`src/rtl/sram_port_arbiter.sv`:
```
// Shares one single-port ack-handshaked SRAM between the fetch port and the load/store port.
// Optional ARB_TIMEOUT_EN adds a watchdog that aborts a transaction with no ack after TIMEOUT_CYCLES.
module sram_port_arbiter #(
    parameter int unsigned STARVE_LIMIT   = 4,
    parameter int unsigned TIMEOUT_CYCLES = 64
) (
    input  logic        clk,
    input  logic        reset_n,
    input  logic        if_ce_i,
    input  logic [31:0] if_addr_i,
    output logic [31:0] if_inst_o,
    output logic        if_stallreq_o,
    input  logic        mem_ce_i,
    input  logic        mem_we_i,
    input  logic [3:0]  mem_sel_i,
    input  logic [31:0] mem_addr_i,
    input  logic [31:0] mem_wdata_i,
    output logic [31:0] mem_rdata_o,
    output logic        mem_stallreq_o,
    output logic        bus_ce_o,
    output logic        bus_we_o,
    output logic [3:0]  bus_sel_o,
    output logic [31:0] bus_addr_o,
    output logic [31:0] bus_wdata_o,
    input  logic [31:0] bus_rdata_i,
    input  logic        bus_ack_i,
    output logic        bus_err_o,
    output logic [1:0]  dbg_state
);

    typedef enum logic [1:0] {
        IDLE     = 2'd0,
        IF_BUSY  = 2'd1,
        MEM_BUSY = 2'd2
    } state_t;

    // Handshake: a port holds its *_ce_i high until its stall request drops; the bus side holds
    // bus_* stable from grant until bus_ack_i, which completes exactly one transaction.
    state_t      state;
    logic [3:0]  starve_cnt;
    logic [31:0] inst_q;
    logic [31:0] data_q;
    logic        grant_mem;
    logic        grant_if;
    logic        abort;
    logic        if_done;
    logic        mem_done;
    logic [31:0] rdata_now;

    assign grant_mem = mem_ce_i && !(if_ce_i && (starve_cnt == 4'(STARVE_LIMIT)));
    assign grant_if  = !grant_mem && if_ce_i;

`ifdef ARB_TIMEOUT_EN
    logic [15:0] wd_cnt;

    // The counter sits at zero in IDLE, so every busy state starts its count fresh.
    assign abort = (state != IDLE) && !bus_ack_i && (wd_cnt == 16'(TIMEOUT_CYCLES - 1));

    always_ff @(posedge clk) begin
        if (reset_n || state == IDLE || abort) begin
            wd_cnt <= '0;
        end else begin
            wd_cnt <= wd_cnt + 16'd1;
        end
    end
`else
    logic unused_timeout;

    assign abort          = 1'b0;
    assign unused_timeout = (TIMEOUT_CYCLES == 0);
`endif

    assign bus_err_o = abort;
    assign if_done   = (state == IF_BUSY) && (bus_ack_i || abort);
    assign mem_done  = (state == MEM_BUSY) && (bus_ack_i || abort);
    assign rdata_now = abort ? 32'h0 : bus_rdata_i;

    assign if_inst_o      = if_done ? rdata_now : inst_q;
    assign mem_rdata_o    = (mem_done && !bus_we_o) ? rdata_now : data_q;
    assign if_stallreq_o  = if_ce_i && !if_done;
    assign mem_stallreq_o = mem_ce_i && !mem_done;
    assign dbg_state      = state;

    always_ff @(posedge clk) begin
        if (reset_n) begin
            state       <= IDLE;
            starve_cnt  <= '0;
            inst_q      <= '0;
            data_q      <= '0;
            bus_ce_o    <= 1'b0;
            bus_we_o    <= 1'b0;
            bus_sel_o   <= '0;
            bus_addr_o  <= '0;
            bus_wdata_o <= '0;
        end else begin
            if (!if_ce_i) begin
                starve_cnt <= '0;
            end
            case (state)
                IDLE: begin
                    if (grant_mem) begin
                        bus_ce_o    <= 1'b1;
                        bus_we_o    <= mem_we_i;
                        bus_sel_o   <= mem_sel_i;
                        bus_addr_o  <= mem_addr_i;
                        bus_wdata_o <= mem_wdata_i;
                        state       <= MEM_BUSY;
                        // Count data grants that overtook a waiting fetch; saturate.
                        if (if_ce_i && starve_cnt != 4'hF) begin
                            starve_cnt <= starve_cnt + 4'd1;
                        end
                    end else if (grant_if) begin
                        bus_ce_o    <= 1'b1;
                        bus_we_o    <= 1'b0;
                        bus_sel_o   <= 4'hF;
                        bus_addr_o  <= if_addr_i;
                        bus_wdata_o <= '0;
                        starve_cnt  <= '0;
                        state       <= IF_BUSY;
                    end
                end
                IF_BUSY: begin
                    if (if_done) begin
                        bus_ce_o <= 1'b0;
                        inst_q   <= rdata_now;
                        state    <= IDLE;
                    end
                end
                MEM_BUSY: begin
                    if (mem_done) begin
                        bus_ce_o <= 1'b0;
                        if (!bus_we_o) begin
                            data_q <= rdata_now;
                        end
                        state <= IDLE;
                    end
                end
                default: begin
                    bus_ce_o <= 1'b0;
                    state    <= IDLE;
                end
            endcase
        end
    end

endmodule

```
`config.mk`:
```
export PLATFORM = sky130hd
export DESIGN_NAME = sram_port_arbiter
export DESIGN_NICKNAME = d
export VERILOG_FILES = /design/src/rtl/sram_port_arbiter.sv
export SDC_FILE = /design/constraint.sdc
export NUM_CORES = 1
export LEC_CHECK = 0
export CELL_PAD_IN_SITES_DETAIL_PLACEMENT = 1
export CELL_PAD_IN_SITES_GLOBAL_PLACEMENT = 1
export CORE_MARGIN = 2
export CORE_UTILIZATION = 27
export CTS_CLUSTER_DIAMETER = 80
export CTS_CLUSTER_SIZE = 40
export DETAILED_ROUTE_END_ITERATION = 8
export PLACE_DENSITY_LB_ADDON = 0.1
export SETUP_SLACK_MARGIN = 0.2
export SLEW_MARGIN = 20
export SYNTH_ARGS = -nofsm -noshare
export SYNTH_HDL_FRONTEND = slang
export SYNTH_SLANG_ARGS = --single-unit
```
`constraint.sdc`:
```
create_clock -name clk -period 1.5 [get_ports clk]
set_input_delay 0.225 -clock clk [delete_from_list [all_inputs] [get_ports clk]]
set_output_delay 0.225 -clock clk [all_outputs]
set_load 0.01 [all_outputs]
```
# ---- After elaboration in Yosys (flattened, before gate mapping)
# Cells that the tools add are included.
dict set report totals {
  ff_bits 140
  out_inout_bits 139
  elab_cells 62
}
dict set report op_classes {
  addsub 1
  n_eq_ne 7
  n_mux 25
  bitwise 1
  reduce_logical 19
}
# cell n
set ops {}
lappend ops {{$mux W32} 6}
lappend ops {{$mux W4} 7}
lappend ops {{$logic_and A1 B1 Y1} 9}
lappend ops {{$mux W2} 4}
lappend ops {{$mux W1} 6}
lappend ops {{$pmux W2 S3} 1}
lappend ops {{$reduce_and A3 Y1} 2}
lappend ops {{$logic_not A1 Y1} 5}
lappend ops {{$add A4 B1 Y4 const B} 1}
lappend ops {{$eq A4 B3 Y1 const B} 1}
lappend ops {{$ne A2 B2 Y1 const B} 2}
lappend ops {{$ne A4 B4 Y1 const B} 1}
lappend ops {{$ne A3 B3 Y1 const B} 1}
lappend ops {{$pmux W1 S3} 1}
lappend ops {{$eq A2 B1 Y1 const B} 1}
lappend ops {{$eq A2 B2 Y1 const B} 1}
lappend ops {{$logic_not A2 Y1} 1}
lappend ops {{$reduce_and A2 Y1} 1}
lappend ops {{$reduce_bool A2 Y1} 1}
lappend ops {{$not A1 Y1} 1}

# ---- Longest topological paths before layout
dict set report depth {
  ltp_word 9
  depth_mapped 7
}

# ---- Worst setup path after synthesis
# No wires, ideal clock.
dict set report synth_path {
  path_kind {reg2reg}
  from {register state[1] (netlist: dbg_state[1])}
  to {register data_q[10]}
  setup_time_ns 0.115
  t_arrival_ns 1.521
  required_time_ns 1.385
  setup_slack_ns -0.136
  stages_incl_launch_ff 7
  period_less_slack_ns 1.636
  path_cell_list {dfxtp_1 > buf_2 > and4bb_1 > buf_6 > buf_6 > mux2_4 > and2_1}
}
dict set report synth_via {
  elab_chain_cells 3
}
# element line_no
set synth_lines {}
lappend synth_lines {{start, declared} 39} ;# state_t state;
lappend synth_lines {{start signal, assigned} 86} ;# state <= IDLE;
lappend synth_lines {{start signal, assigned} 107} ;# state <= MEM_BUSY;
lappend synth_lines {{start signal, assigned} 119} ;# state <= IF_BUSY;
lappend synth_lines {{$eq A2 B2 Y1 *} {75, 99}}
lappend synth_lines {{$logic_and A1 B1 Y1} 75} ;# assign mem_done = (state == MEM_BUSY) && (bus_ack_i || abort);
lappend synth_lines {{$reduce_and A3 Y1 (no line) *} -}
lappend synth_lines {{end signal, assigned} 133} ;# data_q <= rdata_now;
lappend synth_lines {{end, declared} 42} ;# logic [31:0] data_q;
# Every way passes the cells marked *; elsewhere a longest branch is shown, timed or not.
# A chain may end at the register's enable or synchronous reset.

# ---- Final worst setup path
dict set report layout_path {
  from {register bus_we_o}
  to {output mem_rdata_o[12]}
}
dict set report layout_via {
  elab_chain_cells 3
}
# element line_no
set layout_lines {}
lappend layout_lines {{start, declared} 21} ;# output logic bus_we_o,
lappend layout_lines {{start signal, assigned} 103} ;# bus_we_o <= mem_we_i;
lappend layout_lines {{$logic_not A1 Y1} -}
lappend layout_lines {{$logic_and A1 B1 Y1} 79} ;# assign mem_rdata_o = (mem_done && !bus_we_o) ? rdata_now : data_q;
lappend layout_lines {{$mux W32} 79}
lappend layout_lines {{end, declared} 18} ;# output logic [31:0] mem_rdata_o,
# No other way between the ends.

==> impl_metrics.csv <==
group,metric,value,unit
sta,finalSetupViolations,172,
finish,fin_cells,1261,
setup_path,r2r_end,"bus_addr_o[10]",
min_path,hold_end,"starve_cnt[1]",
grt,antenna_found_initial,3,
clocking,clkSlewWorstSetupHoldPaths,60,ps
min_path,hold_class,"in -> reg",
clocking,tritoncts,"yes",
clocking,cts-htree-levels,4,
finish,drive_above_1_share,51.6,%
clocking,clock-sinks,140,
grt,track_usage,22.7,%
clocking,clock_latency,430,ps
yosys,synth_edf_count,0,
sta,hold_slack,179,ps
finish,syn2layout_area_growth,104,%
drt,drt-total-wl,28300,um
drt,dr.pass1.iters,4,
grt,grt_pass1_wl,41300,um
grt,grt_max_degree,69,
setup_path,critPathRequiredTime,1270,ps
yosys,ys_async_sr_fraction,0,%
setup_path,rr_worst_depth,10,
clocking,ctsRootBufferMaster,"clkbuf_16",
placement,dp_cells,1149,
setup_path,cp-end-kind,"output pin",
yosys,synth_most_common_cell,"dfxtp_1",
die,die_h,153,um
finish,nNetsFinal,1105,
setup_path,rrSetupSlack,-320,ps
sta,rsz0062_at_grt,"yes",
power_and_ir_drop,power,11.6,mW
placement,dpl.hpwl,15900,um
yosys,yosys_warnings,0,
finish,post-route-util,56.4,%
yosys,synth_ff_type,"dfxtp_1",
drt,drc,0,
die,die-area,23500,um^2
yosys,synth_top_area_cell,"dfxtp_1",
sta,finalWorstSetupSlack,-649,ps
placement,placed_cell_area,9670,um^2
sta,finClkSkew,14.5,ps
yosys,synth.area.top_cells,"dfxtp_1, mux2_4, and2_1, nand3_1, mux2_2",
yosys,ys_types,42,
clocking,cts_buffers,17,
sta,slew_violations,0,
sta,hold_viol_final,0,
sta,min_period_over_period,143,%
yosys,syn_nets,757,
min_path,holdPathStages,4,
clocking,cts_buffer_depth,2,
min_path,worstHoldStart,"reset_n",
setup_path,criticalPathCategory,"reg -> out",
yosys,synth_top_area_share,46.6,%
grt,grt-ovfl-total,0,
outcome,status,"finished with violations",
flow_run,drv_cap,0,
setup_path,rr_startpoint,"dbg_state[1]",
power_and_ir_drop,leakage,4.97,nW
power_and_ir_drop,power_density,946,nW/um^2
setup_path,cp.arrival,1920,ps
drt,viasPerCell,5.06,
yosys,synthesis.instances,617,
sta,clock.fmax,0.465,GHz
drt,drtIter0Drc,227,
yosys,syn_area_per_cell,9.76,um^2
sta,fin_crit,2150,ps
die,die_w,153,um
placement,portBuffers,275,
placement,gp_congestion,0.721,
yosys,yosysSeqAreaShare,46.6,%
drt,vias,6382,
setup_path,path_max_fanout,7,
yosys,yosys-top-cells-count,"dfxtp_1, nand3_1, and2_1, o21ai_0, clkbuf_1",
yosys,ys_ff_latch,140,
die,rows,54,
sta,worst_slew_pin_slew,524,ps
die,initial_core_util,27.6,%
setup_path,start_kind,"flip-flop",
outcome,violations,"setup timing",
drt,wl_per_cell,22.5,um
power_and_ir_drop,ir_drop,533,uV
yosys,netlist_area,6020,um^2
sta,slew_headroom,65.1,%
grt,grt_pass1_vias,6864,
placement,place_ws,-829,ps
finish,fin_area,12300,um^2
clocking,cts_hold_buffers,0,
drt,drtAntennaViolNets,0,
die,core_area,21800,um^2
die,top_level_ports,277,
sta,finalSetupTns,-56660,ps
[logic make-up after synthesis]
family | count (synthesis) | synth area share [%]
adder cells (fa/ha/maj) | 2 | 0.416
buffers and inverters | 74 | 5.63
AO/OA/AOI/OAI | 181 | 18.5
flip-flops | 140 | 46.6
other | 1 | 0.0623
multiplexers | 64 | 13.8
AND/OR/NAND/NOR | 155 | 15.0
[layout make-up]
class,count,area (um^2)
flip-flops and latches,140,2810
inverters,6,22.5
clock buffers,19,443
multi-input cells,404,3900
fillers,2218,9520
well taps,280,350
clock inverters,13,180
repair buffers,396,4590
diodes,3,7.51
[state kept, by name, indices dropped and copies added, names as in the netlist]
name	count
dbg_state	2
bus_ce_o	1
bus_we_o	1
data_q	32
bus_wdata_o	32
starve_cnt	4
bus_addr_o	32
bus_sel_o	4
inst_q	32
[worst max-delay path, cell delays in order, from the launching register on]
cell      delay, ps
dfxtp_2         320
and4bb_2        330
buf_12          160
buf_12          110
buf_12          120
mux2_4          320
buf_6           120
[worst max-delay path by stage]
stage | start | slack [ps] | end
after floorplan | dbg_state[0] | -50 | data_q[10]
after global placement | bus_ack_i | -810 | mem_rdata_o[6]
after detailed placement | bus_ack_i | -830 | mem_rdata_o[7]
after CTS | dbg_state[0] | -660 | mem_rdata_o[7]
after global routing | dbg_state[0] | -700 | mem_rdata_o[12]
final | bus_we_o | -650 | mem_rdata_o[12]
[per-layer routing]
| layer | global-route usage, % | vias to the layer above | share of wire (%) | wire, um |
|---|---|---|---|---|
| met5 | 0 | - | 0 | 0 |
| met4 | 7.95 | 0 | 2.6 | 740 |
| met3 | 6.89 | 42 | 6.1 | 1720 |
| met2 | 40.4 | 217 | 51 | 14500 |
| met1 | 25.8 | 3159 | 40 | 11400 |
| li1 | - | 2964 | - | - |
[cells in the final DEF (no fill, tap or decap), types with 4 or more instances in the layout]
cell type and n:
o21ai_2 48, clkdlybuf4s15_2 10, buf_6 95, inv_6 4, buf_8 8, clkbuf_2 31
o21ai_4 4, o2111ai_2 31, a31oi_1 32, buf_16 22, clkbuf_16 21, clkdlybuf4s15_1 14
a21oi_1 28, and2_1 34, o221a_4 4, dfxtp_1 134, dlygate4sd2_1 24, nand3_2 27
nand3_1 36, a21oi_2 9, and2_4 31, clkdlybuf4s50_1 135, buf_2 4, mux2_2 4
o21ai_1 12, mux2_4 60, buf_12 27, dfxtp_2 6, buf_4 22
[where the power goes]
part           switching [mW]  internal [mW]  total (mW)
combinational            1.33           1.69        3.02
clock                    1.86           2.71        4.57
sequential              0.127           3.93        4.06
[what timing repair did]
item | CTS | global route
pin swaps | 58 | 18
cloned | 22 | 6
setup buffers | 40 | 9
setup endpoints to repair | 278 | 266
gates resized for setup | 617 | 158
(Power assumes the default switching activity.)
